<file path="src/rtl/adc_pulse_sim_pkg.sv">
// adc_pulse_sim_pkg: sequencer state encoding, sample limits and saturating sample add
package adc_pulse_sim_pkg;

   typedef enum logic [2:0] {
      IDLE    = 3'd0,
      PULSE_A = 3'd1,
      GAP_AB  = 3'd2,
      PULSE_B = 3'd3,
      GAP_BC  = 3'd4,
      PULSE_C = 3'd5,
      FINISH  = 3'd6
   } state_t;

   localparam logic signed [15:0] SAMPLE_MAX = 16'sh7FFF;
   localparam logic signed [15:0] SAMPLE_MIN = 16'sh8000;

   // 17-bit sum: the top two bits disagree only when the 16-bit result overflowed
   function automatic logic [15:0] sat16(input logic signed [15:0] a, input logic signed [15:0] b);
      logic [16:0] s;
      s = {a[15], a} + {b[15], b};
      return (s[16:15] == 2'b01) ? SAMPLE_MAX : (s[16:15] == 2'b10) ? SAMPLE_MIN : s[15:0];
   endfunction

endpackage

</file>
<file path="src/rtl/adc_word_sat.sv">
// adc_word_sat: paired-sample word, either the saturated pulse level or the baseline
module adc_word_sat
   import adc_pulse_sim_pkg::*;
(
   input  logic [15:0] baseline,
   input  logic [15:0] amp,
   input  logic        pulse_en,
   output logic [31:0] word
);

   always_comb word = pulse_en ? {2{sat16(baseline, amp)}} : {2{baseline}};

endmodule

</file>
<file path="src/rtl/adc_pulse_sim.sv">
// adc_pulse_sim: synthetic four-channel ADC source emitting a timed A/B/C rectangular pulse train
module adc_pulse_sim
   import adc_pulse_sim_pkg::*;
#(
   parameter int ADC_DATA_WIDTH = 16,
   parameter int CNT_WIDTH      = 32
) (
   input  logic                        rxclk,
   input  logic                        rst,
   input  logic                        start,
   input  logic [ADC_DATA_WIDTH-1:0]   baseline,
   input  logic [ADC_DATA_WIDTH-1:0]   amp_a,
   input  logic [ADC_DATA_WIDTH-1:0]   amp_b,
   input  logic [ADC_DATA_WIDTH-1:0]   amp_c,
   input  logic [15:0]                 pulse_width,
   input  logic [CNT_WIDTH-1:0]        delay_ab,
   input  logic [CNT_WIDTH-1:0]        delay_bc,
   output logic [2*ADC_DATA_WIDTH-1:0] adc_data_a,
   output logic [2*ADC_DATA_WIDTH-1:0] adc_data_b,
   output logic [2*ADC_DATA_WIDTH-1:0] adc_data_c,
   output logic [2*ADC_DATA_WIDTH-1:0] adc_data_d,
   output logic                        adc_valid_a,
   output logic                        adc_valid_b,
   output logic                        adc_valid_c,
   output logic                        adc_valid_d,
   output logic                        adc_enable_a,
   output logic                        adc_enable_b,
   output logic                        adc_enable_c,
   output logic                        adc_enable_d,
   output logic                        busy,
   output logic                        done
);

   state_t state, nxt;
   logic [CNT_WIDTH-1:0] cnt, cnt_n, dab_q, dbc_q, pw_ld;
   logic [15:0] pw_q, pw_m1;
   logic [ADC_DATA_WIDTH-1:0] base_q, amp_a_q, amp_b_q, amp_c_q;
   logic [ADC_DATA_WIDTH-1:0] base_src, amp_a_src, amp_b_src, amp_c_src;
   logic [2*ADC_DATA_WIDTH-1:0] word_a, word_b, word_c;
   logic idle;

   assign idle  = state == IDLE;
   assign pw_m1 = (pulse_width == '0) ? '0 : pulse_width - 1'b1;
   assign pw_ld = CNT_WIDTH'(pw_q);

   always_ff @(posedge rxclk)
      if (rst) state <= IDLE;
      else state <= nxt;

   // counter holds the clocks remaining in the current state minus one
   always_comb begin
      nxt   = state;
      cnt_n = cnt - 1'b1;
      case (state)
         IDLE: begin
            cnt_n = start ? CNT_WIDTH'(pw_m1) : '0;
            nxt   = start ? PULSE_A : IDLE;
         end
         PULSE_A: if (cnt == '0) begin
            nxt   = (dab_q != '0) ? GAP_AB : PULSE_B;
            cnt_n = (dab_q != '0) ? dab_q - 1'b1 : pw_ld;
         end
         GAP_AB: if (cnt == '0) begin
            nxt   = PULSE_B;
            cnt_n = pw_ld;
         end
         PULSE_B: if (cnt == '0) begin
            nxt   = (dbc_q != '0) ? GAP_BC : PULSE_C;
            cnt_n = (dbc_q != '0) ? dbc_q - 1'b1 : pw_ld;
         end
         GAP_BC: if (cnt == '0) begin
            nxt   = PULSE_C;
            cnt_n = pw_ld;
         end
         PULSE_C: if (cnt == '0) begin
            nxt   = FINISH;
            cnt_n = '0;
         end
         default: begin
            nxt   = IDLE;
            cnt_n = '0;
         end
      endcase
   end

   // outputs are registered from the next state, so values come from the live inputs while idle
   assign base_src  = (idle || nxt == IDLE) ? baseline : base_q;
   assign amp_a_src = idle ? amp_a : amp_a_q;
   assign amp_b_src = idle ? amp_b : amp_b_q;
   assign amp_c_src = idle ? amp_c : amp_c_q;

   adc_word_sat u_sat_a (.baseline(base_src), .amp(amp_a_src), .pulse_en(nxt == PULSE_A), .word(word_a));
   adc_word_sat u_sat_b (.baseline(base_src), .amp(amp_b_src), .pulse_en(nxt == PULSE_B), .word(word_b));
   adc_word_sat u_sat_c (.baseline(base_src), .amp(amp_c_src), .pulse_en(nxt == PULSE_C), .word(word_c));

   always_ff @(posedge rxclk)
      if (rst) begin
         cnt <= '0;
         {dab_q, dbc_q, pw_q} <= '0;
         {base_q, amp_a_q, amp_b_q, amp_c_q} <= '0;
         {adc_data_a, adc_data_b, adc_data_c, adc_data_d} <= '0;
         {adc_valid_a, adc_valid_b, adc_valid_c, adc_valid_d} <= '0;
         {adc_enable_a, adc_enable_b, adc_enable_c, adc_enable_d} <= '0;
         busy <= 1'b0;
         done <= 1'b0;
      end else begin
         cnt <= cnt_n;
         if (idle && start) begin
            {dab_q, dbc_q, pw_q} <= {delay_ab, delay_bc, pw_m1};
            {base_q, amp_a_q, amp_b_q, amp_c_q} <= {baseline, amp_a, amp_b, amp_c};
         end
         adc_data_a <= word_a;
         adc_data_b <= word_b;
         adc_data_c <= word_c;
         adc_data_d <= {2{base_src}};
         {adc_valid_a, adc_valid_b, adc_valid_c, adc_valid_d} <= '1;
         {adc_enable_a, adc_enable_b, adc_enable_c, adc_enable_d} <= '1;
         busy <= nxt != IDLE && nxt != FINISH;
         done <= nxt == FINISH;
      end

endmodule

</file>
<file path="config.mk">
export PLATFORM = sky130hd
export DESIGN_NAME = adc_pulse_sim
export DESIGN_NICKNAME = d
export VERILOG_FILES = /design/src/rtl/adc_pulse_sim_pkg.sv /design/src/rtl/adc_word_sat.sv /design/src/rtl/adc_pulse_sim.sv
export SDC_FILE = /design/constraint.sdc
export NUM_CORES = 1
export LEC_CHECK = 0
export BUFFER_PORTS_ARGS = -buffer_cell sky130_fd_sc_hd__buf_2
export CORE_UTILIZATION = 51
export CTS_CLUSTER_DIAMETER = 150
export DETAILED_ROUTE_END_ITERATION = 10
export GPL_ROUTABILITY_DRIVEN = 0
export PLACE_DENSITY = 0.73
export SLEW_MARGIN = 20
export SYNTH_ARGS = -nofsm -noshare
export SYNTH_HDL_FRONTEND = slang
export SYNTH_SLANG_ARGS = --single-unit
</file>
<file path="constraint.sdc">
create_clock -name rxclk -period 5.1 [get_ports rxclk]
set_clock_uncertainty 0.15 [all_clocks]
set_input_delay 1.02 -clock rxclk [delete_from_list [all_inputs] [get_ports rxclk]]
set_output_delay 1.02 -clock rxclk [all_outputs]
set_load 0.05 [all_outputs]
</file>
# Word level (Yosys, flattened, before mapping)
# Cells that the tools add are included.
# word_totals
register_bits	310
latch_bits	0
mem_bits_rw	0
rom_bits	0
in_bits	147
out_inout_bits	138
word_cells	82
n_memories	0
# classes
add_sub_neg	7
n_mul	0
div_mod_pow	0
magnitude_cmp	0
n_eq_ne	16
shift	0
muxes	32
bitwise	0
n_reduce_logical	11
# op_table
operator	n
two-way mux 32 bit	9
two-way mux 16 bit	12
case mux 32 bit (5 select lines)	1
subtractor 32 x 1 -> 32 bit, second input constant	3
nonzero test 32 bit	2
adder 16 x 16 -> 17 bit	3
zero test 32 bit	1
case mux 3 bit (6 select lines)	1
zero test 16 bit	1
subtractor 16 x 1 -> 16 bit, second input constant	1
two-way mux 3 bit	5
equality test 3 bit, second input constant	4
equality test 3 x 2 -> 1 bit, second input constant	3
equality test 2 x 1 -> 1 bit, second input constant	3
equality test 2 bit, second input constant	3
equality test 3 x 1 -> 1 bit, second input constant	2
zero test 3 bit	2
two-way mux 1 bit	4
!= test 3 bit, second input constant	1
nonzero test 3 bit	1
logical AND 1 bit	2
OR reduction 2 bit	1
logical OR 1 bit	1

# Logic depth before layout (Yosys ltp)
# depth
word_depth	12
depth_mapped	23
mapped_depth_nobuf	20

# Modules after synthesis
# A second synthesis with hierarchy kept.
# unflattened
hier_cells	2172
hier_area_um2	16887.4
# by_module_without_submodules
module	n_inst	cells_per_inst	area_per_inst_um2	seq_area_each_um2
adc_pulse_sim	1	1653	13040.0	5885.6
adc_word_sat	3	173	1282.5	0.0

# Least setup slack after synthesis
# Ideal clock, no wire load.
# synth_path
path_kind	reg-to-reg
startpoint	reg dbc_q[0]
endpoint	reg adc_data_b[16]
setup_time_ns	0.122
arrival_time_ns	4.669
required_ns	4.828
slack_ns	0.159
stages_incl_launch_ff	22
n_path_buf	2
synth_period_minus_slack_ns	4.941
path_cell_list	dfxtp_1 > inv_1 > ha_1 > or4b_4 > or4b_1 > buf_6 > nor4_4 > nand4_2 > a31oi_4 > buf_6 > nor2_1 > xnor2_1 > ha_1 > o31ai_1 > nand2b_1 > a21oi_1 > nor2b_1 > o31a_1 > a21oi_1 > o21ai_0 > mux2_4 > a311o_1
# synth_between
elab_chain_cells	12
word_cells_on_any_way	14
classes_between	add/sub (1); eq/ne (3); mux (7); reduce/logical (3)
# synth_lines
item	line_no	source
start: declaration	adc_pulse_sim.sv:35	logic [CNT_WIDTH-1:0] cnt, cnt_n, dab_q, dbc_q, pw_ld;
start signal: assignment	adc_pulse_sim.sv:109	{dab_q, dbc_q, pw_q} <= {delay_ab, delay_bc, pw_m1};
nonzero test 32 bit (*)	adc_pulse_sim.sv:68	nxt = (dbc_q != '0) ? GAP_BC : PULSE_C;
two-way mux 1 bit (*)	adc_pulse_sim.sv:68	
two-way mux 3 bit (*)	adc_pulse_sim.sv:67	PULSE_B: if (cnt == '0) begin
case mux 3 bit (6 select lines) (*)	adc_pulse_sim.sv:54	case (state)
zero test 3 bit	adc_pulse_sim.sv:87	assign base_src = (idle || nxt == IDLE) ? baseline : base_q;
logical OR 1 bit	adc_pulse_sim.sv:87	
two-way mux 16 bit	adc_pulse_sim.sv:87	
adder 16 x 16 -> 17 bit	adc_pulse_sim_pkg.sv:20	s = {a[15], a} + {b[15], b};
equality test 2 bit	adc_pulse_sim_pkg.sv:21	return (s[16:15] == 2'b01) ? SAMPLE_MAX : (s[16:15] == 2'b10) ? SAMPLE_MIN : s[15:0];
two-way mux 16 bit (2 in series)	adc_pulse_sim_pkg.sv:21	
two-way mux 32 bit (*)	adc_word_sat.sv:11	always_comb word = pulse_en ? {2{sat16(baseline, amp)}} : {2{baseline}};
end signal: assignment	adc_pulse_sim.sv:113	adc_data_b <= word_b;
end: declaration	adc_pulse_sim.sv:19	output logic [2*ADC_DATA_WIDTH-1:0] adc_data_b,
# Mark *: on every way between the ends. The rest lies on a longest branch, timed or not.
# A chain may end at the register's enable or synchronous reset.

# Worst setup path after layout
# layout_path
startpoint	reg cnt[20]
endpoint	reg adc_data_a[26]
# layout_between
elab_chain_cells	11
word_cells_on_any_way	17
classes_between	add/sub (1); eq/ne (3); mux (10); reduce/logical (3)
# layout_lines
item	line_no	source
start: declaration	adc_pulse_sim.sv:35	
start signal: assignment	adc_pulse_sim.sv:107	cnt <= cnt_n;
zero test 32 bit (*)	n/a	
two-way mux 3 bit, on equally long branches	n/a	
case mux 3 bit (6 select lines) (*)	adc_pulse_sim.sv:54	
zero test 3 bit	adc_pulse_sim.sv:87	
logical OR 1 bit	adc_pulse_sim.sv:87	
two-way mux 16 bit	adc_pulse_sim.sv:87	
adder 16 x 16 -> 17 bit	adc_pulse_sim_pkg.sv:20	
equality test 2 bit	adc_pulse_sim_pkg.sv:21	
two-way mux 16 bit (2 in series)	adc_pulse_sim_pkg.sv:21	
two-way mux 32 bit (*)	adc_word_sat.sv:11	
end signal: assignment	adc_pulse_sim.sv:112	adc_data_a <= word_a;
end: declaration	adc_pulse_sim.sv:18	output logic [2*ADC_DATA_WIDTH-1:0] adc_data_a,
# Marked as above.

==> flow_metrics.env <==
export IMPL_outcome="finished, final reports clean"
export IMPL_critPathKind="flip-flop to flip-flop"
export IMPL_drt_first_pass_iters=6
export IMPL_slowest_delay_ps=650
export IMPL_cp_required_ps=5370
export IMPL_critPathSlowestCell="or4_1"
export IMPL_grt_pass1_vias=13640
export IMPL_wl_per_cell_um=17.55
export IMPL_tns_ps=0
export IMPL_worst_r2r_endpoint="adc_data_a[26]"
export IMPL_crit_arrival_ps=5180
export IMPL_ys_warn_count=0
export IMPL_r2r_slack_ps=190
export IMPL_fin_crit_sh_pct=96.28
export IMPL_clkLatencyLatePin_ps=540
export IMPL_routed_wirelength_mm=46.28
export IMPL_drc=0
export IMPL_slew_viol_final=0
export IMPL_cts_buffers=27
export IMPL_p_leak_nw=7.780
export IMPL_nets=2431
export IMPL_drtIter0Drc=1157
export IMPL_tightestPinTransition_ps=969.5
export IMPL_start_kind="flip-flop"
export IMPL_die_h_um=174.1
export IMPL_worstPathMaxFanout=13
export IMPL_slew_headroom_pct=35.37
export IMPL_post_dp_hpwl_mm=34.65
export IMPL_syn_area_um2=15110
export IMPL_ant_nets=0
export IMPL_die_x_um=174.1
export IMPL_synth_seq_area_share_pct=32.59
export IMPL_crit_end="adc_data_a[26]"
export IMPL_yosysUniqueCellTypes=86
export IMPL_coreArea_um2=28940
export IMPL_pre_cts_ws_ps=-16.43
export IMPL_timing_final_ws_setup_ps=189.8
export IMPL_critical_path_top_delay_family="simple AND/OR/NAND/NOR gates"
export IMPL_syn_nets=2253
export IMPL_end_kind="flip-flop"
export IMPL_drive_gt1_share_pct=20.47
export IMPL_vdd_drop_max_mv=0.2595
export IMPL_cts_tree="done"
export IMPL_finalCriticalPeriod_ps=4910
export IMPL_r2r_start="cnt[20]"
export IMPL_postSynth_asyncResetShare_pct=0
export IMPL_path_cells="or4_1, or2_1, or4_1, a21bo_2, a31oi_4, nor2_1, xnor2_1, ha_1, o31ai_1, nand2b_1, a21o_1, nor2b_1, o21ai_2, nand2_1, a21oi_2, nor2_1, a21oi_4, buf_6, a21oi_1"
export IMPL_grt_pass1_wl_mm=72.08
export IMPL_cts_sink_count=246
export IMPL_via_per_inst=5.689
export IMPL_crit_buf_inv=1
export IMPL_path_depth=19
export IMPL_synthCells=2054
export IMPL_root_buffer="clkbuf_16"
export IMPL_gr_usage_all_layers_pct=29.42
export IMPL_ios=285
export IMPL_hold_viol=0
export IMPL_setup_violations=0
export IMPL_grt_max_degree=80
export IMPL_reg2reg_depth=19
export IMPL_synth_top_flop_cell="dfxtp_1"
export IMPL_holdBufCountCts=0
export IMPL_clk_path_buf_depth=3
export IMPL_initial_core_util_pct=52.23
export IMPL_power_density_nw_per_um2=551.2
export IMPL_overflow=0
export IMPL_portBuffers=284
export IMPL_rows=62
export IMPL_die_area_um2=30320
export IMPL_max_cap_viol_count=0
export IMPL_antenna_found_initial=0
export IMPL_fmax_mhz=203.7
export IMPL_avgSynthCellArea_um2=7.357
export IMPL_num_vias=15000
export IMPL_hp_class="flip-flop to flip-flop"
export IMPL_clk_pin_slew_ps=60
export IMPL_synth_edf_count=0
export IMPL_mostFrequentLayoutCells="nand2_1, buf_2, a21oi_1, dfxtp_1, nor2_1"
export IMPL_crit_path_start="cnt[20]"
export IMPL_synth_seq_cells=246
export IMPL_final_common_cell="nand2_1"
export IMPL_area_growth_pct=15.18
export IMPL_htree_levels=1
-- synthesized netlist by cell type (20+ instances only) --
cell	count	area share, %
a21o_1	21	1.0
a21oi_1	254	8.4
and2_1	22	0.91
buf_4	76	3.8
clkbuf_1	95	2.4
dfxtp_1	246	33
ha_1	52	4.3
inv_1	27	0.67
nand2_1	500	12
nand3_1	35	1.2
nor2_1	168	4.2
nor3_1	54	1.8
nor4_1	24	0.99
o21ai_0	60	2.0
or3_1	20	0.83
xnor2_1	75	4.3
xor2_1	48	2.8
-- layout make-up --
cell class | count | area (um^2)
sequential | 246 | 4925
timing repair buffer | 333 | 1795
clock inverter | 14 | 201.4
antenna | 1 | 2.502
fill | 2794 | 11530
tap | 384 | 480.5
multi-input combinational | 1597 | 9145
inverter | 27 | 101.3
clock buffer | 35 | 755.7
-- worst min-delay path, stage by stage (launching register included) --
cell and delay, ps:
dfxtp_1 310, nand2_1 50, a21oi_1 50
-- routing by layer --
metal	track usage, %	wire [um]	up-vias
met4	10.16	1694	0
met1	36.67	19140	6870
met5	0	0	-
met2	52.10	22180	695
met3	3.565	3267	109
li1	-	-	7329
-- power breakdown --
part / switching, mW / total (mW) / internal [mW]
Sequential: 0.229 / 2.45 / 2.22
Combinational: 3.39 / 5.05 / 1.66
Clock: 0.798 / 2.09 / 1.29
Total: 4.42 / 9.59 / 5.18
-- stage by stage --
| step | utilization (%) | std cells | total power, mW | hold slack [ps] | area [um^2] |
|---|---|---|---|---|---|
| after detailed placement | 56.62 | 2585 | 7.388 | 296.5 | 16380 |
| after floorplan | - | 2054 | 6.333 | 282.9 | 15110 |
| final | 60.16 | 2637 | 9.594 | 304.4 | 17410 |
| after global routing | 60.15 | 2636 | 10.12 | 319.9 | 17400 |
| after CTS | 59.96 | 2634 | 9.500 | 304.9 | 17350 |
| after global placement | 56.62 | 2585 | 7.316 | 289.9 | 16380 |
-- worst min path at each step --
stage | startpoint | to | slack (ps) | cells after the start
after global routing | amp_c_q[13] | amp_c_q[13] | 320 | 2
final | amp_c_q[11] | amp_c_q[11] | 300 | 2
after CTS | amp_b_q[10] | amp_b_q[10] | 300 | 2
after global placement | base_q[14] | base_q[14] | 290 | 2
after detailed placement | amp_b_q[10] | amp_b_q[10] | 300 | 2
after floorplan | pw_q[15] | pw_q[15] | 280 | 2
-- state kept, by name, summed over array words and instances (netlist names) --
register	flops
done	1
busy	1
amp_b_q	16
amp_c_q	16
cnt	32
adc_data_b	16
amp_a_q	16
adc_data_d	16
adc_enable_d	1
base_q	16
adc_data_c	16
dab_q	32
adc_data_a	16
state	3
dbc_q	32
pw_q	16
-- cells by family after synthesis --
kind of cell / Yosys count / synth area share, %
AND/OR/NAND/NOR: 930 / 27.63
buffers and inverters: 211 / 7.352
flip-flops: 246 / 32.59
XOR/XNOR: 124 / 7.236
adder cells (fa/ha/maj): 53 / 4.372
multiplexers: 19 / 1.482
AO/OA/AOI/OAI: 471 / 19.34
-- timing repair --
action,in CTS,in global routing
endpoints found under the hold margin,0,0
pin swaps,0,1
buffers inserted,0,2
resized for setup,2,11
endpoints found under the setup margin,2,30
(Power assumes the default switching activity.)
